===== src/rtl/l2spm_arbiter.sv =====
// Round-robin arbiter with exclusive-hold lock in front of a single-port, 1-cycle-latency L2 scratchpad SRAM.
// Define L2SPM_ARB_CONFLICT_CNT_EN to build the saturating stall-cycle counter; otherwise conflict_cnt_o is 0.
module l2spm_arbiter #(
  parameter int NumReq    = 2,
  parameter int AddrWidth = 12,
  parameter int DataWidth = 64
) (
  input  logic                                  clk_i,
  input  logic                                  rst_i,
  input  logic [NumReq-1:0]                     req_i,
  input  logic [NumReq-1:0]                     lock_i,
  input  logic [NumReq-1:0]                     we_i,
  input  logic [NumReq-1:0][AddrWidth-1:0]      addr_i,
  input  logic [NumReq-1:0][DataWidth-1:0]      wdata_i,
  input  logic [NumReq-1:0][DataWidth/8-1:0]    be_i,
  output logic [NumReq-1:0]                     gnt_o,
  output logic [NumReq-1:0]                     rvalid_o,
  output logic [DataWidth-1:0]                  rdata_o,
  output logic                                  mem_req_o,
  output logic                                  mem_we_o,
  output logic [AddrWidth-1:0]                  mem_addr_o,
  output logic [DataWidth-1:0]                  mem_wdata_o,
  output logic [DataWidth/8-1:0]                mem_be_o,
  input  logic [DataWidth-1:0]                  mem_rdata_i,
  output logic [31:0]                           conflict_cnt_o
);
  localparam int IdxW = (NumReq > 1) ? $clog2(NumReq) : 1;
  typedef logic [IdxW-1:0] idx_t;
  typedef enum logic {UNLOCKED, LOCKED} lock_state_e;

  lock_state_e       state_q;
  idx_t              owner_q, ptr_q, gnt_idx;
  logic              gnt_any;
  logic [NumReq-1:0] rvalid_q;

  function automatic idx_t wrap_inc(idx_t i);
    return (int'(i) == NumReq - 1) ? '0 : idx_t'(int'(i) + 1);
  endfunction

  // ptr_q is the highest-priority index; scan forward from it and take the first requester.
  always_comb begin
    idx_t k;
    k       = '0;
    gnt_o   = '0;
    gnt_idx = '0;
    gnt_any = 1'b0;
    if (state_q == LOCKED) begin
      if (req_i[owner_q]) begin
        gnt_o[owner_q] = 1'b1;
        gnt_idx        = owner_q;
        gnt_any        = 1'b1;
      end
    end else begin
      for (int i = 0; i < NumReq; i++) begin
        k = idx_t'((int'(ptr_q) + i) % NumReq);
        if (!gnt_any && req_i[k]) begin
          gnt_o[k] = 1'b1;
          gnt_idx  = k;
          gnt_any  = 1'b1;
        end
      end
    end
  end

  assign mem_req_o   = gnt_any;
  assign mem_we_o    = we_i[gnt_idx];
  assign mem_addr_o  = addr_i[gnt_idx];
  assign mem_wdata_o = wdata_i[gnt_idx];
  assign mem_be_o    = be_i[gnt_idx];

  always_ff @(posedge clk_i) begin
    if (rst_i) begin
      state_q  <= UNLOCKED;
      owner_q  <= '0;
      ptr_q    <= '0;
      rvalid_q <= '0;
    end else begin
      rvalid_q <= gnt_o & ~we_i;
      if (state_q == UNLOCKED) begin
        if (gnt_any) begin
          ptr_q <= wrap_inc(gnt_idx);
          if (lock_i[gnt_idx]) begin
            state_q <= LOCKED;
            owner_q <= gnt_idx;
          end
        end
      end else if (!lock_i[owner_q]) begin
        // While locked a grant implies req_i[owner], so either release condition reduces to !lock.
        state_q <= UNLOCKED;
        ptr_q   <= wrap_inc(owner_q);
      end
    end
  end

  assign rvalid_o = rvalid_q & {NumReq{~rst_i}};
  assign rdata_o  = mem_rdata_i;

`ifdef L2SPM_ARB_CONFLICT_CNT_EN
  logic [31:0] cnt_q;

  always_ff @(posedge clk_i) begin
    if (rst_i) cnt_q <= '0;
    else if (|(req_i & ~gnt_o) && (cnt_q != '1)) cnt_q <= cnt_q + 32'd1;
  end

  assign conflict_cnt_o = rst_i ? '0 : cnt_q;
`else
  assign conflict_cnt_o = '0;
`endif

endmodule


===== config.mk =====
export PLATFORM = sky130hd
export DESIGN_NAME = l2spm_arbiter
export DESIGN_NICKNAME = d
export VERILOG_FILES = /design/src/rtl/l2spm_arbiter.sv
export SDC_FILE = /design/constraint.sdc
export NUM_CORES = 1
export LEC_CHECK = 0
export BUFFER_PORTS_ARGS = -buffer_cell sky130_fd_sc_hd__buf_2
export CELL_PAD_IN_SITES_DETAIL_PLACEMENT = 1
export CELL_PAD_IN_SITES_GLOBAL_PLACEMENT = 1
export CORE_AREA = 3 3 166 168
export CTS_CLUSTER_DIAMETER = 40
export DETAILED_ROUTE_END_ITERATION = 16
export DIE_AREA = 0 0 169 171
export PLACE_DENSITY = 0.5
export SLEW_MARGIN = 15
export SYNTH_ARGS = -nofsm -noshare
export SYNTH_HDL_FRONTEND = slang
export SYNTH_SLANG_ARGS = --single-unit

===== constraint.sdc =====
create_clock -name clk_i -period 4.45 [get_ports clk_i]
set_input_delay 0.89 -clock clk_i [delete_from_list [all_inputs] [get_ports clk_i]]
set_output_delay 0.89 -clock clk_i [all_outputs]
set_load 0.02 [all_outputs]

## After elaboration in Yosys (flattened, before gate mapping)

Cells that the tools add are included.

| operators by class | value |
|---|---|
| $add $sub $neg | 3 |
| magnitude comparators | 7 |
| equality and inequality tests | 1 |
| multiplexer cells | 47 |
| bitwise operators | 6 |
| reductions and logical operators | 8 |

Operators with widths:

| operator | count |
|---|---|
| $mux W64 | 2 |
| $mux W1 | 33 |
| $mux W12 | 2 |
| $mux W8 | 2 |
| $mux W2 | 5 |
| $lt A1 B2 Y1 const B | 4 |
| $and A2 B2 Y2 | 2 |
| $logic_and A1 B1 Y1 | 4 |
| $add A1 B1 Y1 const B | 3 |
| $demux W1 S1 | 3 |
| $ge A1 B1 Y1 const B | 3 |
| $reduce_and A3 Y1 | 1 |
| $ne A2 B2 Y1 const B | 1 |
| $not A1 Y1 | 2 |
| $not A2 Y2 | 1 |
| $or A2 B2 Y2 | 1 |
| $reduce_and A2 Y1 | 1 |
| $reduce_bool A2 Y1 | 1 |
| $logic_not A1 Y1 | 1 |

| storage, ports and cells | value |
|---|---|
| flip-flop bits (word level) | 5 |
| input port bits | 240 |
| logic and storage cells | 76 |

## Logic depth before layout (Yosys ltp)

Gate-level depths: netlist of the first run.

| depth | value |
|---|---|
| word-level depth | 13 |
| mapped depth | 6 |
| mapped depth without buffers | 3 |

## Worst setup path before layout of the first run

Ideal clock, no wire load.

| path | value |
|---|---|
| path type | in2out |
| start | input port req_i[0] |
| end | output port mem_wdata_o[28] |
| arrival | 1.866 ns |
| data required time | 3.560 ns |
| slack | 1.694 ns |
| cell stages on the path | 5 |
| buffers on the path | 2 |
| cells stage by stage | nand2b_2 o211ai_4 buf_6 buf_8 mux2_4 |

| on the way | value |
|---|---|
| word-level cells in the longest chain between the ends | 10 |

RTL lines:

| element | RTL line | RTL |
|---|---|---|
| start, declared | 10 | `input logic [NumReq-1:0] req_i,` |
| $mux W1 (implied by the code) (2 in a row) | 56 | `if (!gnt_any && req_i[k]) begin` |
| $mux W1 | 56 |  |
| $mux W1 | 47 | `if (state_q == LOCKED) begin` |
| $logic_not A1 Y1 | 56 |  |
| $logic_and A1 B1 Y1 | 56 |  |
| $mux W1 | 56 |  |
| $mux W1 (*) | 47 |  |
| $mux W64 (implied by the code) (*) (2 in a row) | 68 | `assign mem_wdata_o = wdata_i[gnt_idx];` |
| end, declared | 22 | `output logic [DataWidth-1:0] mem_wdata_o,` |

Every way passes the cells marked *; elsewhere a longest branch is shown, timed or not. The select of a mux whose other input is x is not followed.

## Worst setup path in the final report of the first run

| path | value |
|---|---|
| start | input port req_i[0] |
| end | output port mem_wdata_o[37] |

The elaborated chain is that of the path after synthesis.

==> Implementation_results.wiki, run 1 <==
{| class="wikitable"
! Metric !! Value
|-
| Status || finished, final reports clean
|-
| Global-route total usage across every layer || under 10%
|-
| Clock-pin transition on the worst setup and hold timing paths || 0.03 ns
|-
| Worst slew margin relative to its limit || between 50% and 60%
|-
| Wire length of the first global-routing pass || 13400 um
|-
| CTS Buf Count || 3
|-
| Largest buffer count on any clock path || 2
|-
| Synth Cell Area || approximately 2200 sq um
|-
| Final setup violating endpoints || 0
|-
| Post-synth EDFFs || 0
|-
| Tightest Pin Transition || a little over 0.6 ns
|-
| Crit Path Class || input port to output port
|-
| RSZ-0062 raised after global routing || false
|-
| Critical path data arrival time || 2.47 ns
|-
| Placed standard-cell area || about 3300 sq um
|-
| Power per cell area || 211 nW/um^2
|-
| CP Data Required Time || 3.56 ns
|-
| Vias || around 2.3k
|-
| DIE AREA || between 20000 and 30000 sq um
|-
| Maximum number of pins on one net before global-route repair || 25
|-
| Gate count of the mapped netlist || around 230
|-
| Share of the synthesized area in the top cell type || about a third
|-
| Wirelength per Cell || 13.2 um
|-
| Synthesis Warnings || 0
|-
| DRC marker count from the first detailed-route iteration || 23
|-
| Most numerous cell in the Yosys netlist || sky130_fd_sc_hd__buf_4
|-
| Post-route worst setup slack || 1.09 ns
|-
| Setup WS pre-CTS || around 1.0 ns
|-
| Critical path launch point type || input port
|-
| Starting density of the core || 8.37%
|-
| Area added between synthesis and finish || 54.8%
|-
| Synthesis-stage register bit count || 5
|-
| Io pins || 426
|-
| Sw Ratio || 43.2%
|-
| Yosys top cell by area || sky130_fd_sc_hd__buf_4
|-
| Most common library cells after synthesis || 101 x sky130_fd_sc_hd__buf_4, 57 x sky130_fd_sc_hd__mux2_2, 28 x sky130_fd_sc_hd__mux2_4, 5 x sky130_fd_sc_hd__dfxtp_1
|-
| Number of antenna violations at the first check in global routing || 0
|-
| Row cnt || 59
|-
| F_max || 0.297 GHz
|-
| Part of the Yosys area used for sequential elements || 4.59%
|-
| Portion of total power attributed to sequential cells || 7.6%
|-
| Total congestion overflow || 0
|-
| TritonCTS clock tree || done
|-
| Total length of routed wires || just over 10000 um
|-
| R2r setup slk || 3.14 ns
|-
| Fraction of layout instances using a drive strength above 1 || 85.0%
|-
| Worst-Skew Late Latency || ~0.23 ns
|-
| Number of antenna repair diodes || 0
|-
| H-tree lvl count || 1
|-
| Endpoints failing hold || 0
|-
| Placer Congestion || 0.701
|-
| Number of gates resized after cts || 0
|-
| Total of buffers placed on input and output ports || 265
|-
| Nature of the critical path endpoint || output port
|-
| Clock net sink count || 5
|-
| Buffer cell driving the clock tree root || sky130_fd_sc_hd__clkbuf_16
|-
| Async SR Flop Fraction || 0%
|-
| Post-detailed-route via-to-cell ratio || 3.05
|-
| Final period demand of the worst path || 3.36 ns
|-
| Final design area excluding fillers || between 3000 and 4000 sq um
|-
| Net count, final || 668
|-
| Worst vdd rail ir drop || 0.0971 mV
|-
| Via count of the first global-routing pass || approximately 2.4k
|-
| Number of maximum-capacitance constraint violations || 0
|-
| Pre-antenna DRT Iters || 4
|-
| Classification of the worst-slack hold path || register to register
|-
| Clock network power share || 20.9%
|-
| DRC violation count after routing || 0
|-
| Net load switching power || 0.308 mW
|-
| Post-detail-place hpwl || just over 9000 um
|-
| Logic gate share of total power || 71.5%
|-
| Number of antenna-violating nets in the routed design || 0
|-
| Crit share post-route || ~76%
|-
| Die outline height || 171 um
|-
| Core area || around 26000 sq um
|-
| Post-Synthesis Mean Instance Area || 9.69 sq um
|-
| Clock tree skew after final layout || 0.00148 ns
|-
| Cell internal pwr || 0.405 mW
|-
| Static Leakage || approximately 1.8 nW
|-
| Summed negative setup slack over all endpoints || 0 ns
|-
| Predominant post-synthesis flop cell || sky130_fd_sc_hd__dfxtp_1
|-
| Horiz. Die Dim || 169 um
|-
| Number of hold buffers added after cts || 0
|-
| Largest fanout on the critical path || 23
|-
| Max-slew violation total from the final report || 0
|-
| Dominant cells by area after synthesis || sky130_fd_sc_hd__buf_4 35%, sky130_fd_sc_hd__mux2_2 29%, sky130_fd_sc_hd__mux2_4 19%
|-
| Number of buffers inserted to repair setup after CTS || 0
|-
| Number of different library cells in the post-synthesis netlist || 28
|}
[cell type report]
cell class,instances,area (sq um)
Sequential cell,5,100
Multi-Input combinational cell,143,1360
Clock buffer,4,78.8
Timing Repair Buffer,273,1410
Fill cell,3212,22700
Inverter,2,7.51
Tap cell,335,419
[routing by layer]
layer | wire, um | track usage, % | vias to the layer above | share of wire (%)
li1 | - | - | 1050 | -
met3 | 1410 | 2.56 | 32 | 14
met1 | 3090 | 5.71 | 1035 | 31
met5 | 0 | 0 | - | 0
met2 | 5230 | 11.3 | 204 | 52
met4 | 323 | 2.43 | 0 | 3.2
[registers in the layout, summed over array words and instances, names as in the netlist]
| name | flops |
|---|---|
| state_q | 1 |
| owner_q | 1 |
| rvalid_q | 2 |
| ptr_q | 1 |
[kinds of logic (layout without fill, tap and decap cells)]
logic type / count (synthesis) / after routing / synth area share (%)
AO/OA/AOI/OAI: 12 / 12 / 4.30
buffers and inverters: 108 / 279 / 38.4
flip-flops: 5 / 5 / 4.59
multiplexers: 85 / 85 / 48.7
other: 1 / 32 / 0.172
AND/OR/NAND/NOR: 14 / 14 / 3.84
[placed cells by master, fill, tap and decap left out, drive strengths merged]
| cell | instances |
|---|---|
| nor3 | 1 |
| and4 | 1 |
| o211ai | 1 |
| nor4 | 1 |
| a31oi | 1 |
| nand3 | 1 |
| dfxtp | 5 |
| nor2 | 2 |
| mux2 | 85 |
| o21a | 1 |
| inv | 2 |
| a21boi | 1 |
| buf | 273 |
| a21oi | 3 |
| nor3b | 1 |
| o21ai | 2 |
| conb | 32 |
| clkbuf | 4 |
| a221oi | 2 |
| nand2b | 4 |
| nand2 | 1 |
| nor2b | 2 |
| a311oi | 1 |
[critical path, stage by stage]
cell and delay (ns):
sky130_fd_sc_hd__buf_2 0.13, sky130_fd_sc_hd__nand2b_2 0.10, sky130_fd_sc_hd__o211ai_4 0.52, sky130_fd_sc_hd__buf_12 0.27, sky130_fd_sc_hd__mux2_2 0.36, sky130_fd_sc_hd__buf_2 0.16
[power groups by stage]
| stage | sequential, mW | clock [mW] | combinational, mW |
|---|---|---|---|
| finish | 0.0539 | 0.149 | 0.510 |
| global route | 0.0547 | 0.155 | 0.548 |
| CTS | 0.0539 | 0.153 | 0.521 |
| detailed placement | 0.0545 | 0 | 0.520 |
| global placement | 0.0547 | 0 | 0.517 |
| floorplan | 0.0511 | 0 | 0.440 |
[worst paths after layout]
path                                               end                from  cells after the start
worst max-delay path                   mem_wdata_o[37]            req_i[0]                      6
worst min-delay path                ptr_q$_SDFFE_PP0P_  ptr_q$_SDFFE_PP0P_                      2
worst max register to register  rvalid_q[1]$_SDFF_PP0_  ptr_q$_SDFFE_PP0P_                      3
worst min register to register      ptr_q$_SDFFE_PP0P_  ptr_q$_SDFFE_PP0P_                      2
[per-stage QoR]
step / utilization [%] / power, mW / hold slack (ns) / std cells
final: 13.0 / 0.713 / 0.564 / 762
after global routing: 13.0 / 0.758 / 0.598 / 762
after CTS: 13.0 / 0.728 / 0.570 / 762
after detailed placement: 12.7 / 0.574 / 0.566 / 758
after global placement: 12.7 / 0.572 / 0.551 / 758
after floorplan: - / 0.491 / 0.487 / 256
Power figures use the tool's default switching activity.
==> inputs of run 2 (changes only) <==
- ABC_AREA: unset -> 1
- CORE_AREA: 3 3 166 168 -> 3 3 167 169
- DIE_AREA: 0 0 169 171 -> 0 0 170 172
- PLACE_DENSITY: 0.5 -> 0.55
- clock period: 4.45 -> 3.5 ns (I/O delays scaled with it)
==> Implementation_results.wiki, run 2 <==
{| class="wikitable"
! Metric !! Value
|-
| Commonest cells after routing, fill and taps aside || 275 x sky130_fd_sc_hd__nand2_1, 265 x sky130_fd_sc_hd__buf_2, 32 x sky130_fd_sc_hd__conb_1 (was 265 x sky130_fd_sc_hd__buf_2, 57 x sky130_fd_sc_hd__mux2_2, 32 x sky130_fd_sc_hd__conb_1)
|-
| Row cnt || 60 (was 59)
|-
| Tightest Pin Transition || 0.524 ns (was 0.612 ns)
|-
| Total length of routed wires || 10500 um (was 10100 um)
|-
| Largest fanout on the critical path || 50 (was 23)
|-
| Status || finished, final reports clean (unchanged)
|-
| PnR Total Power || 1.87 mW (was 0.713 mW)
|-
| Part of the Yosys area used for sequential elements || 4.71% (was 4.59%)
|-
| Number of flip-flops under the largest register name || 2 (unchanged)
|-
| Largest stage delay, worst path || 0.41 ns (was 0.52 ns)
|-
| Clock tree skew after final layout || 0.00251 ns (was 0.00148 ns)
|-
| Clock net sink count || 5 (unchanged)
|-
| Number of antenna-violating nets in the routed design || 0 (unchanged)
|-
| Synthesis-stage register bit count || 5 (unchanged)
|-
| RSZ-0062 raised after global routing || false (unchanged)
|-
| Worst slew margin relative to its limit || 65.0% (was 59.0%)
|-
| Number of buffers inserted to repair setup after CTS || 0 (unchanged)
|-
| Power per cell area || 572 nW/um^2 (was 211 nW/um^2)
|-
| Hold Path Origin || state_q$_SDFF_PP0_ (was ptr_q$_SDFFE_PP0P_)
|-
| Share of the synthesized area in the top cell type || 48.5% (was 34.8%)
|-
| Depth of the worst register-to-register path || 7 (was 3)
|-
| Post-synth EDFFs || 0 (unchanged)
|-
| Synthesis Warnings || 0 (unchanged)
|-
| Gate count of the mapped netlist || 425 (was 225)
|-
| Wire length of the first global-routing pass || 14500 um (was 13400 um)
|-
| Synth Cell Area || 2130 sq um (was 2180 sq um)
|-
| Clock-pin transition on the worst setup and hold timing paths || 0.03 ns (about the same)
|-
| Final period demand of the worst path || 2.72 ns
|-
| Predominant post-synthesis flop cell || sky130_fd_sc_hd__dfxtp_1 (unchanged)
|-
| H-tree lvl count || 1 (unchanged)
|-
| Io pins || 426 (unchanged)
|-
| DRC marker count from the first detailed-route iteration || 38 (was 23)
|-
| Global-route total usage across every layer || 6.12% (was 5.99%)
|-
| Crit share post-route || between 70% and 80%
|-
| F_max || 0.368 GHz
|-
| Static Leakage || 2.15 nW (was 1.81 nW)
|-
| Worst flop-to-flop path endpoint || owner_q$_SDFFE_PP0P_ (was rvalid_q[1]$_SDFF_PP0_)
|-
| Total of buffers placed on input and output ports || 265 (unchanged)
|-
| Cell Count, Final, Fillers Out || 956 (was 762)
|-
| Critical path data arrival time || 2.02 ns (was 2.47 ns)
|-
| Worst-Skew Late Latency || 0.23 ns (about the same)
|-
| Post-detailed-route via-to-cell ratio || 3.22 (was 3.05)
|-
| Maximum number of pins on one net before global-route repair || 51 (was 25)
|-
| CTS Buf Count || 3 (unchanged)
|-
| Core area || 26700 sq um (was 26100 sq um)
|-
| Number of antenna violations at the first check in global routing || 0 (unchanged)
|-
| Via count of the first global-routing pass || 2928 (was 2445)
|-
| DRC violation count after routing || 0 (unchanged)
|-
| DIE AREA || 29200 sq um (was 28900 sq um)
|-
| Critical path, cell by cell || buf_2 > nand2_1 > nand3_2 > nand2_4 > inv_2 > buf_4 > nand2_1 > nand2_1 > buf_2 (was buf_2 > nand2b_2 > o211ai_4 > buf_12 > mux2_2 > buf_2)
|-
| Starting density of the core || 7.96% (was 8.37%)
|-
| Hold endpoint || state_q$_SDFF_PP0_ (was ptr_q$_SDFFE_PP0P_)
|-
| Largest buffer count on any clock path || 2 (unchanged)
|-
| CP Data Required Time || 2.80 ns (was 3.56 ns)
|-
| Pre-antenna DRT Iters || 4 (unchanged)
|-
| TritonCTS clock tree || done (unchanged)
|-
| Buffer cell driving the clock tree root || sky130_fd_sc_hd__clkbuf_16 (unchanged)
|-
| Number of hold buffers added after cts || 0 (unchanged)
|-
| Count of cells along the worst hold path || 2 (unchanged)
|-
| Number of different library cells in the post-synthesis netlist || 18 (was 28)
|-
| Dominant cells by area after synthesis || sky130_fd_sc_hd__nand2_1 49%, sky130_fd_sc_hd__buf_4 36%, sky130_fd_sc_hd__dfxtp_1 4.7% (was sky130_fd_sc_hd__buf_4 35%, sky130_fd_sc_hd__mux2_2 29%, sky130_fd_sc_hd__mux2_4 19%)
|-
| Number of gates resized after cts || 0 (unchanged)
|-
| Summed negative setup slack over all endpoints || 0 ns (unchanged)
|-
| Vias || 3081 (was 2321)
|-
| Startpoint of the most critical register-to-register path || state_q$_SDFF_PP0_ (was ptr_q$_SDFFE_PP0P_)
|-
| Largest reg by FF count || rvalid_q (unchanged)
|-
| Cell count after placement || 952 (was 758)
|-
| Endpoints failing hold || 0 (unchanged)
|-
| Post-detail-place hpwl || 9230 um (was 9260 um)
|-
| Total congestion overflow || 0 (unchanged)
|-
| Die outline height || 172 um (was 171 um)
|-
| Slowest stage cell on the critical path || sky130_fd_sc_hd__buf_4 (was sky130_fd_sc_hd__o211ai_4)
|-
| Placer Congestion || 0.677 (was 0.701)
|-
| Net count, final || 856 (was 668)
|-
| Yosys top cell by area || sky130_fd_sc_hd__nand2_1 (was sky130_fd_sc_hd__buf_4)
|-
| Most common library cells after synthesis || 275 x sky130_fd_sc_hd__nand2_1, 101 x sky130_fd_sc_hd__buf_4, 9 x sky130_fd_sc_hd__inv_1, 6 x sky130_fd_sc_hd__buf_2, 6 x sky130_fd_sc_hd__nor2_1 (was 101 x sky130_fd_sc_hd__buf_4, 57 x sky130_fd_sc_hd__mux2_2, 28 x sky130_fd_sc_hd__mux2_4, 5 x sky130_fd_sc_hd__dfxtp_1)
|-
| Most numerous cell in the Yosys netlist || sky130_fd_sc_hd__nand2_1 (was sky130_fd_sc_hd__buf_4)
|-
| Number of antenna repair diodes || 0 (unchanged)
|-
| Horiz. Die Dim || 170 um (was 169 um)
|-
| Async SR Flop Fraction || 0% (unchanged)
|-
| Post-Synthesis Mean Instance Area || 5.00 sq um (was 9.69 sq um)
|-
| Final setup violating endpoints || 0 (unchanged)
|-
| Wirelength per Cell || 11.0 um (was 13.2 um)
|-
| Most frequent standard cell in the layout excluding fill and tap cells || sky130_fd_sc_hd__nand2_1 (was sky130_fd_sc_hd__buf_2)
|-
| Fraction of layout instances using a drive strength above 1 || 44.9% (was 85.0%)
|-
| Crit Path Class || input port to output port (unchanged)
|-
| Classification of the worst-slack hold path || register to register (unchanged)
|-
| Nature of the critical path endpoint || output port (unchanged)
|-
| Critical path launch point type || input port (unchanged)
|-
| Most used cell, CP || sky130_fd_sc_hd__nand2_1 (was sky130_fd_sc_hd__buf_2)
|-
| Max-slew violation total from the final report || 0 (unchanged)
|-
| Area added between synthesis and finish || 53.8% (was 54.8%)
|-
| R2r setup slk || 2.11 ns (was 3.14 ns)
|-
| Worst vdd rail ir drop || 0.214 mV (was 0.0971 mV)
|-
| Number of maximum-capacitance constraint violations || 0 (unchanged)
|}
[run 2: final cells by class]
class                      count  area (sq um)
inverter                      11          41.3
sequential                     5           100
multi-input combinational    326          1250
clock buffer                   4          78.8
fill                        3479         23500
timing repair buffer         269          1370
tap                          341           427
[run 2: per-stage QoR]
stage / hold WS (ns) / utilization (%) / instance area, sq um / setup slack (ns)
final: 0.590 / 12.2 / 3270 / 0.784
after global routing: 0.623 / 12.2 / 3270 / 0.611
after CTS: 0.587 / 12.2 / 3270 / 0.760
after detailed placement: 0.580 / 11.9 / 3190 / 0.771
after global placement: 0.589 / 11.9 / 3190 / 0.805
after floorplan: 0.523 / - / 2240 / 1.27
[run 2: power by group]
part	leakage [nW]	internal (mW)	switching (mW)	total [mW]
Combinational	2.07	0.496	1.10	1.60
Sequential	0.0413	0.0702	0.0128	0.0830
Clock	0.0382	0.151	0.0382	0.189
[run 2: worst max path at each step]
stage	from	to	slack (ns)	cells past startpoint
floorplan	req_i[1]	mem_addr_o[0]	1.27	7
global placement	req_i[1]	mem_wdata_o[63]	0.80	9
detailed placement	req_i[1]	mem_addr_o[4]	0.77	9
CTS	req_i[1]	mem_addr_o[4]	0.76	9
global route	req_i[1]	mem_wdata_o[9]	0.61	9
finish	req_i[1]	mem_wdata_o[45]	0.78	9
[run 2: critical path, delay by kind of cell]
kind	cells	cell delay, ns
buffers and inverters	4	0.76
and+or+nand+nor	5	0.50
[run 2: metal layers]
metal	part of all wire [%]	up-vias	wire [um]	GRT usage, %
li1	-	1509	-	-
met1	38	1296	3980	6.69
met2	44	262	4660	10.3
met3	17	14	1790	3.86
met4	1.0	0	109	0.917
met5	0	-	0	0
[run 2: kinds of logic after synthesis]
logic type | Yosys count | synth area share, %
compound gates | 5 | 1.29
buf+inv | 125 | 42.0
flops | 5 | 4.71
other cells | 1 | 0.176
simple gates | 289 | 51.8
